### src/rtl/layer0_pkg.sv
// Shared types and constants for the layer-0 convolution sequencer.
package layer0_pkg;

    localparam int FP16_W = 16;

    typedef enum logic [2:0] {
        ST_IDLE,
        ST_START,
        ST_RUN,
        ST_CHECK,
        ST_RESULT,
        ST_ERROR
    } sched_state_t;

    function automatic int calc_out_size(input int image_size, input int kernel_size);
        return image_size - kernel_size + 1;
    endfunction

    localparam int DEFAULT_OUT_SIZE = calc_out_size(28, 5);

endpackage

### src/rtl/sched_watchdog.sv
// Per-pass watchdog: loadable up-counter with clear and a sticky terminal count.
module sched_watchdog #(
    parameter int TIMEOUT = 4096,
    parameter int CNT_W   = $clog2(TIMEOUT + 1)
) (
    input  logic             clk,
    input  logic             rst,
    input  logic             clr,
    input  logic             en,
    input  logic             load,
    input  logic [CNT_W-1:0] load_val,
    output logic             tc
);

    logic [CNT_W-1:0] cnt;

    // Counting stops at terminal count so tc stays high until cleared.
    always_ff @(posedge clk or posedge rst) begin
        if (rst) begin
            cnt <= '0;
        end else if (clr) begin
            cnt <= '0;
        end else if (load) begin
            cnt <= load_val;
        end else if (en && !tc) begin
            cnt <= cnt + 1'b1;
        end
    end

    assign tc = (cnt == CNT_W'(TIMEOUT - 1));

endmodule

### src/rtl/layer0_channel_scheduler.sv
// Layer-0 sequencer: runs the shared conv engine once per output channel and
// writes each output column to the feature-map buffer at ch*OUT_SIZE+col.
module layer0_channel_scheduler
    import layer0_pkg::*;
#(
    parameter int NUM_CH      = 4,
    parameter int IMAGE_SIZE  = 28,
    parameter int KERNEL_SIZE = 5,
    parameter int ADDR_W      = 12,
    parameter int TIMEOUT     = 4096
) (
    input  logic                      clk,
    input  logic                      rst,
    input  logic                      frame_valid,
    output logic                      frame_ready,
    output logic                      eng_start,
    output logic [$clog2(NUM_CH)-1:0] eng_kernel_sel,
    input  logic                      eng_valid_col,
    input  logic                      eng_done,
    output logic                      col_we,
    output logic [ADDR_W-1:0]         col_addr,
    output logic                      res_valid,
    input  logic                      res_ready,
    input  logic                      abort,
    output logic                      busy,
    output logic                      err_timeout,
    output logic                      err_short,
    output logic                      err_overflow
);

    localparam int OUT_SIZE = calc_out_size(IMAGE_SIZE, KERNEL_SIZE);
    localparam int CH_W     = $clog2(NUM_CH);
    localparam int COL_W    = $clog2(OUT_SIZE + 1);

    generate
        if (NUM_CH * OUT_SIZE > (1 << ADDR_W)) begin : g_addr_range_check
            $error("layer0_channel_scheduler: NUM_CH*OUT_SIZE exceeds the ADDR_W address space");
        end
    endgenerate

    sched_state_t     state;
    logic [CH_W-1:0]  ch;
    logic [COL_W-1:0] col;
    logic             wdog_tc;
    logic             in_run;
    logic             last_ch;
    logic             col_room;
    logic             accept;
    logic             timeout_hit;

    assign in_run      = (state == ST_RUN);
    assign last_ch     = (ch == CH_W'(NUM_CH - 1));
    assign col_room    = (col < COL_W'(OUT_SIZE));
    assign accept      = (state == ST_IDLE) && frame_valid;
    assign timeout_hit = in_run && wdog_tc && !eng_done && !abort;

    sched_watchdog #(
        .TIMEOUT (TIMEOUT)
    ) u_watchdog (
        .clk      (clk),
        .rst      (rst),
        .clr      (state == ST_START),
        .en       (in_run),
        .load     (1'b0),
        .load_val ('0),
        .tc       (wdog_tc)
    );

    // Abort wins over every other transition out of a non-idle state.
    always_ff @(posedge clk or posedge rst) begin
        if (rst) begin
            state <= ST_IDLE;
        end else if (abort && (state != ST_IDLE)) begin
            state <= ST_IDLE;
        end else begin
            case (state)
                ST_IDLE:   if (frame_valid) state <= ST_START;
                ST_START:  state <= ST_RUN;
                ST_RUN: begin
                    if (eng_done)     state <= ST_CHECK;
                    else if (wdog_tc) state <= ST_ERROR;
                end
                ST_CHECK:  state <= last_ch ? ST_RESULT : ST_START;
                ST_RESULT: if (res_ready) state <= ST_IDLE;
                ST_ERROR:  state <= ST_ERROR;
                default:   state <= ST_IDLE;
            endcase
        end
    end

    // Channel/column counters and sticky error flags.
    always_ff @(posedge clk or posedge rst) begin
        if (rst) begin
            ch           <= '0;
            col          <= '0;
            err_timeout  <= 1'b0;
            err_short    <= 1'b0;
            err_overflow <= 1'b0;
        end else begin
            if (accept) begin
                ch           <= '0;
                err_timeout  <= 1'b0;
                err_short    <= 1'b0;
                err_overflow <= 1'b0;
            end
            if (state == ST_START && !abort) begin
                col <= '0;
            end
            if (in_run && eng_valid_col && !abort) begin
                if (col_room) col <= col + 1'b1;
                else          err_overflow <= 1'b1;
            end
            if (timeout_hit) begin
                err_timeout <= 1'b1;
            end
            if (state == ST_CHECK && !abort) begin
                if (col != COL_W'(OUT_SIZE)) err_short <= 1'b1;
                if (!last_ch)                ch <= ch + 1'b1;
            end
        end
    end

    assign frame_ready    = (state == ST_IDLE) && !rst;
    assign busy           = (state != ST_IDLE);
    assign eng_start      = (state == ST_START);
    assign eng_kernel_sel = ch;
    assign res_valid      = (state == ST_RESULT);
    assign col_we         = in_run && eng_valid_col && col_room && !abort;
    assign col_addr       = ADDR_W'(ch) * ADDR_W'(OUT_SIZE) + ADDR_W'(col);

endmodule

### config.mk
export PLATFORM = sky130hd
export DESIGN_NAME = layer0_channel_scheduler
export DESIGN_NICKNAME = d
export VERILOG_FILES = /design/src/rtl/layer0_pkg.sv /design/src/rtl/sched_watchdog.sv /design/src/rtl/layer0_channel_scheduler.sv
export SDC_FILE = /design/constraint.sdc
export NUM_CORES = 1
export LEC_CHECK = 0
export BUFFER_PORTS_ARGS = -buffer_cell sky130_fd_sc_hd__buf_2
export CORE_MARGIN = 5
export CORE_UTILIZATION = 35
export CTS_CLUSTER_SIZE = 14
export DETAILED_ROUTE_END_ITERATION = 6
export HOLD_SLACK_MARGIN = 0.02
export PLACE_DENSITY = 0.63
export SYNTH_ARGS = -nofsm -noshare
export SYNTH_HDL_FRONTEND = slang
export SYNTH_SLANG_ARGS = --single-unit
### constraint.sdc
create_clock -name clk -period 2.8 [get_ports clk]
set_input_delay 0.28 -clock clk [delete_from_list [all_inputs] [get_ports clk]]
set_output_delay 0.28 -clock clk [all_outputs]
set_load 0.05 [all_outputs]
-- After elaboration in Yosys (flattened, before gate mapping)
Cells that the tools add are included.
- equal/unequal tests: 11
- multipliers: 1
- $lt $le $gt $ge: 1
- add/sub/neg operators: 4
- multiplexer cells: 23
- reductions and logical operators: 22
- operators by type and width (kind ; number):
    $mux 13 ; 2
    $mux 3 ; 6
    $pmux 3 s6 ; 1
    $mux 5 ; 3
    $add 13x1->13 const B ; 1
    $eq 13x12->1 const B ; 1
    $logic_and 1x1->1 ; 13
    $add 7x5->8 ; 1
    $mux 1 ; 8
    $eq 3x2->1 const B ; 2
    $eq 3x3->1 const B ; 2
    $mux 2 ; 3
    $add 5x1->5 const B ; 1
    $lt 5x5->1 const B ; 1
    $ne 5x5->1 const B ; 1
    $logic_not 1->1 ; 4
    $mul 2x2->4 const B ; 1
    $ne 4x2->1 const B ; 1
    $reduce_bool 2->1 ; 2
    $eq 3x1->1 const B ; 1
    $logic_not 3->1 ; 1
    $ne 3x1->1 const B ; 1
    $ne 3x2->1 const B ; 1
    $reduce_and 3->1 ; 1
    3 further kinds ; 3
- register bits: 26
- logic and storage cells: 69
- bits of input ports: 7
- output and inout port bits: 22

-- Logic depth before layout (Yosys ltp)
- depth after elaboration: 5
- mapped depth: 7

-- Hierarchy
From an unflattened synthesis, not the netlist that was laid out.
- cells, all modules: 208
- area, all modules: 1894.3 µm²
- by module, submodules not included (module ; cells each ; area an instance (µm²) ; instances):
    layer0_channel_scheduler ; 112 ; 1027.2 ; 1
    sched_watchdog ; 96 ; 867.1 ; 1

-- Worst setup path before layout
OpenSTA, ideal clock, no wires.
- path kind: reg2out
- from: reg ch[0] (netlist: eng_kernel_sel[0])
- to: out col_addr[6]
- cell stages (with the launch flop): 8
- arrival: 2376 ps
- path buffers: 0
- data required time: 2520 ps
- path slack: 144 ps
- cell sequence: dfrtp_1 inv_1 ha_1 inv_1 ha_1 a21o_1 nand2_1 xnor2_1
- cells in the longest elaborated chain, start to end: 2
- RTL lines (item ; RTL line ; source):
    from (decl) ; layer0_channel_scheduler.sv:42 ; logic [CH_W-1:0] ch;
    from (signal assigned) ; layer0_channel_scheduler.sv:118 ; if (!last_ch) ch <= ch + 1'b1;
    $mul 2x2->4 ; layer0_channel_scheduler.sv:129 ; assign col_addr = ADDR_W'(ch) * ADDR_W'(OUT_SIZE) + ADDR_W'(col);
    $add 7x5->8 ; layer0_channel_scheduler.sv:129 ;
    to (decl) ; layer0_channel_scheduler.sv:21 ; output logic [ADDR_W-1:0] col_addr,
Every way passes these cells.

-- Final worst setup path
Ends and elaborated chain as after synthesis.

==> run_results.csv <==
group,metric,value,unit
cts,clock-sinks,26,
grt,grt_pass1_wl,5913,µm
setup_path,worstSetupPathType,"reg -> out",
logic_synthesis,synth_top_family_by_area,"simple AND/OR/NAND/NOR gates",
setup_path,start_kind,"flip-flop",
logic_synthesis,synth-compound-area-share,0.1658,
logic_synthesis,synth_cell_type_count,47,
grt,use_met3,0.03125,
logic_synthesis,netlist_instances,173,
drt,drt_iter0_markers,108,
power,irDropWorstVdd,0.0004008,V
setup_path,crit_family,"adder cells",
layout,utilization,0.4078,
cts,clkLatencyLatePin,0.28,ns
logic_synthesis,yosysSeqAreaShare,0.4085,
logic_synthesis,synth_simple_gate_area_share,0.2192,
sta,finalWorstSetupSlack,0.4646,ns
setup_path,crit_fanout,7,
place,dpl.cell_count,240,
setup_path,worstPathCellList,"inv_1 -> ha_1 -> inv_1 -> ha_1 -> a21o_1 -> nand2_1 -> xnor2_1 -> buf_2",
grt,grt_start_max_net_pins,27,
logic_synthesis,synth_fa_ha_area_frac,0.07541,
floorplanning,start_util,0.3633,
run_status,status,"finished clean",
sta,finalSetupViolCount,0,
sta,tightest_slew,0.7734,ns
floorplanning,die-area,6000,µm²
setup_path,r2r_slack,0.80,ns
setup_path,cp-startpoint,"eng_kernel_sel[0]",
logic_synthesis,synthMuxAreaShare,0.02514,
run,drv_cap,0,
logic_synthesis,synth_area_leaders,"dfrtp_1, ha_1, buf_4, o21ai_0, nand3_1",
cts,clk_pin_slew_worst_paths,0.10,ns
setup_path,cp.depth,8,
logic_synthesis,synth_edf_count,0,
sta,hold_viol_final,0,
setup_path,cp.required,2.52,ns
layout,final_common_cell,"dfrtp_1",
floorplanning,design.core.area,4384,µm²
sta,fin_crit,2.335,ns
layout,final_cell_mix,"dfrtp_1, buf_2, inv_1, o21ai_0",
grt,groute.usage.overall,0.1178,
logic_synthesis,synth_area,1593,µm²
setup_path,worst_r2r_path_depth,5,
floorplanning,die_w,77.46,µm
place,dp_hpwl,2439,µm
logic_synthesis,synth_seq_cells,26,
grt,grt_pass1_vias,1268,
setup_path,crit_end,"col_addr[6]",
grt,gr-total-overflow,0,
setup_path,critPathArrivalTime,2.06,ns
layout,syn_to_final_growth,12.25,%
grt,antenna_found_initial,0,
layout,final_cell_area,1788,µm²
grt,use_met2,0.2062,
layout,layout-drive-gt1-share,0.1771,
logic_synthesis,synth_xor_area_frac,0.01100,
place,dp_slack,0.7644,ns
layout,instances_no_fill,244,
cts,cts-root-buf,"clkbuf_8",
logic_synthesis,synth_top_area_cell,"dfrtp_1",
power,p_leak,0.8739,nW
cts,postCtsSetupBuffers,0,
floorplanning,io_pins,29,
setup_path,critPathCaptureType,"output pin",
sta,fin_crit_sh,0.8341,
cts,postCtsHoldBufs,0,
logic_synthesis,synth_top_area_frac,0.4085,
cts,cts.path.max_buffers,2,
grt,met1_usage,0.1471,
layout,fin_nets,209,
setup_path,cpPeakStageDelay,0.47,ns
drt,route.detailed.drc,0,
sta,relSlewSlack,0.4796,
worst_hold_path,hold_path.class,"in -> async",
logic_synthesis,ys_async_sr_fraction,1.000,
sta,fin_skew,0.009313,ns
floorplanning,rows,24,
sta,rsz0062_at_grt,"false",
setup_path,rr_startpoint,"state[0]",
place,port_buffers,24,
drt,vias,1280,
setup_path,rr_endpoint,"u_watchdog.cnt[7]",
power,cellPowerDensity,840.1,nW/µm²
place,place_area,1717,µm²
logic_synthesis,ys.flop_type,"dfrtp_1",
setup_path,critPathBufInv,3,
cts,cts_tree,"yes",
power,total_power,1.502,mW
cts,cts_made_buffers,3,
logic_synthesis,synth_area_per_cell,9.207,µm²
sta,whs,0.04176,ns
place,routabilityCongestion,0.7950,
drt,ant_nets,0,
grt,grt-busiest-layer,"met2",
logic_synthesis,ys.warnings.count,0,
cts,cts-resized-gates,0,
floorplanning,fp.dieH,77.46,µm
sta,slew_violations,0,
drt,drt_pass1_iterations,4,
cts,cts-htree-levels,1,
drt,wirelength,3305,µm
drt,viasPerCell,5.246,
drt,wire_per_inst,13.55,µm
sta,tns,0,ns
setup_path,slowest_stage,"dfrtp_1",
sta,fmax,428.2,MHz
layout,diodes,0,
[cell usage after synthesis (all sizes together) (2+ instances only)]
cell type	n
nand4	3
nor3b	2
o21ai	13
or4	4
nor2	9
ha	8
o211ai	2
buf	11
nand2	11
nor4	2
nand3	11
a21oi	8
nand2b	4
mux2i	4
dfrtp	26
clkbuf	3
o31ai	6
a21o	3
inv	14
or3b	2
nor3	3
or3	3
[worst min-delay path by stage]
stage / endpoint / slack [ns] / cells after the start
finish: eng_kernel_sel[1] / 0.04 / 3
global route: eng_kernel_sel[1] / 0.07 / 3
CTS: eng_kernel_sel[1] / 0.06 / 3
detailed placement: eng_kernel_sel[1] / 0.37 / 3
global placement: eng_kernel_sel[1] / 0.37 / 3
floorplan: col[0] / 0.32 / 1
[worst reg2reg max path, stage by stage (launching register included)]
cell and delay [ns]:
dfrtp_1 0.51, nor3b_2 0.39, o41ai_2 0.18, buf_4 0.22, or4_1 0.47, a21oi_1 0.15
[registers in the layout, summed over array words and instances (netlist names)]
register and count:
eng_kernel_sel 2, col 5, u_watchdog.cnt 13, state 3, err_overflow 1, err_short 1
err_timeout 1
[area by class of cell]
| type | count | area [µm²] |
|---|---|---|
| clock buffer | 3 | 41.29 |
| clock inverter | 1 | 30.03 |
| fill | 468 | 2596 |
| inverter | 14 | 52.55 |
| multi-input combinational | 122 | 813.3 |
| sequential | 26 | 650.6 |
| tap | 52 | 65.06 |
| timing repair buffer | 26 | 135.1 |
[power breakdown]
part           internal (mW)  total (mW)  switching [mW]
Sequential             0.430       0.516          0.0866
Combinational          0.176       0.669           0.494
Clock                  0.191       0.317           0.125
Total                  0.797        1.50           0.705
[metal layers]
metal  vias to the layer above  wire length, µm
met5                         -                0
met4                         0               13
met3                         2              155
met2                        26             1654
met1                       599             1482
li1                        653                -
[logic make-up (layout without fill, tap and decap cells)]
logic type               after synthesis  in the layout
AND/OR/NAND/NOR                       62             62
adder cells (fa/ha/maj)                9              9
XOR/XNOR                               2              2
AO/OA/AOI/OAI                         41             41
multiplexers                           4              4
buffers and inverters                 28             44
other                                  1              4
flip-flops                            26             26
Note: power is estimated with default switching activity, not from simulation.
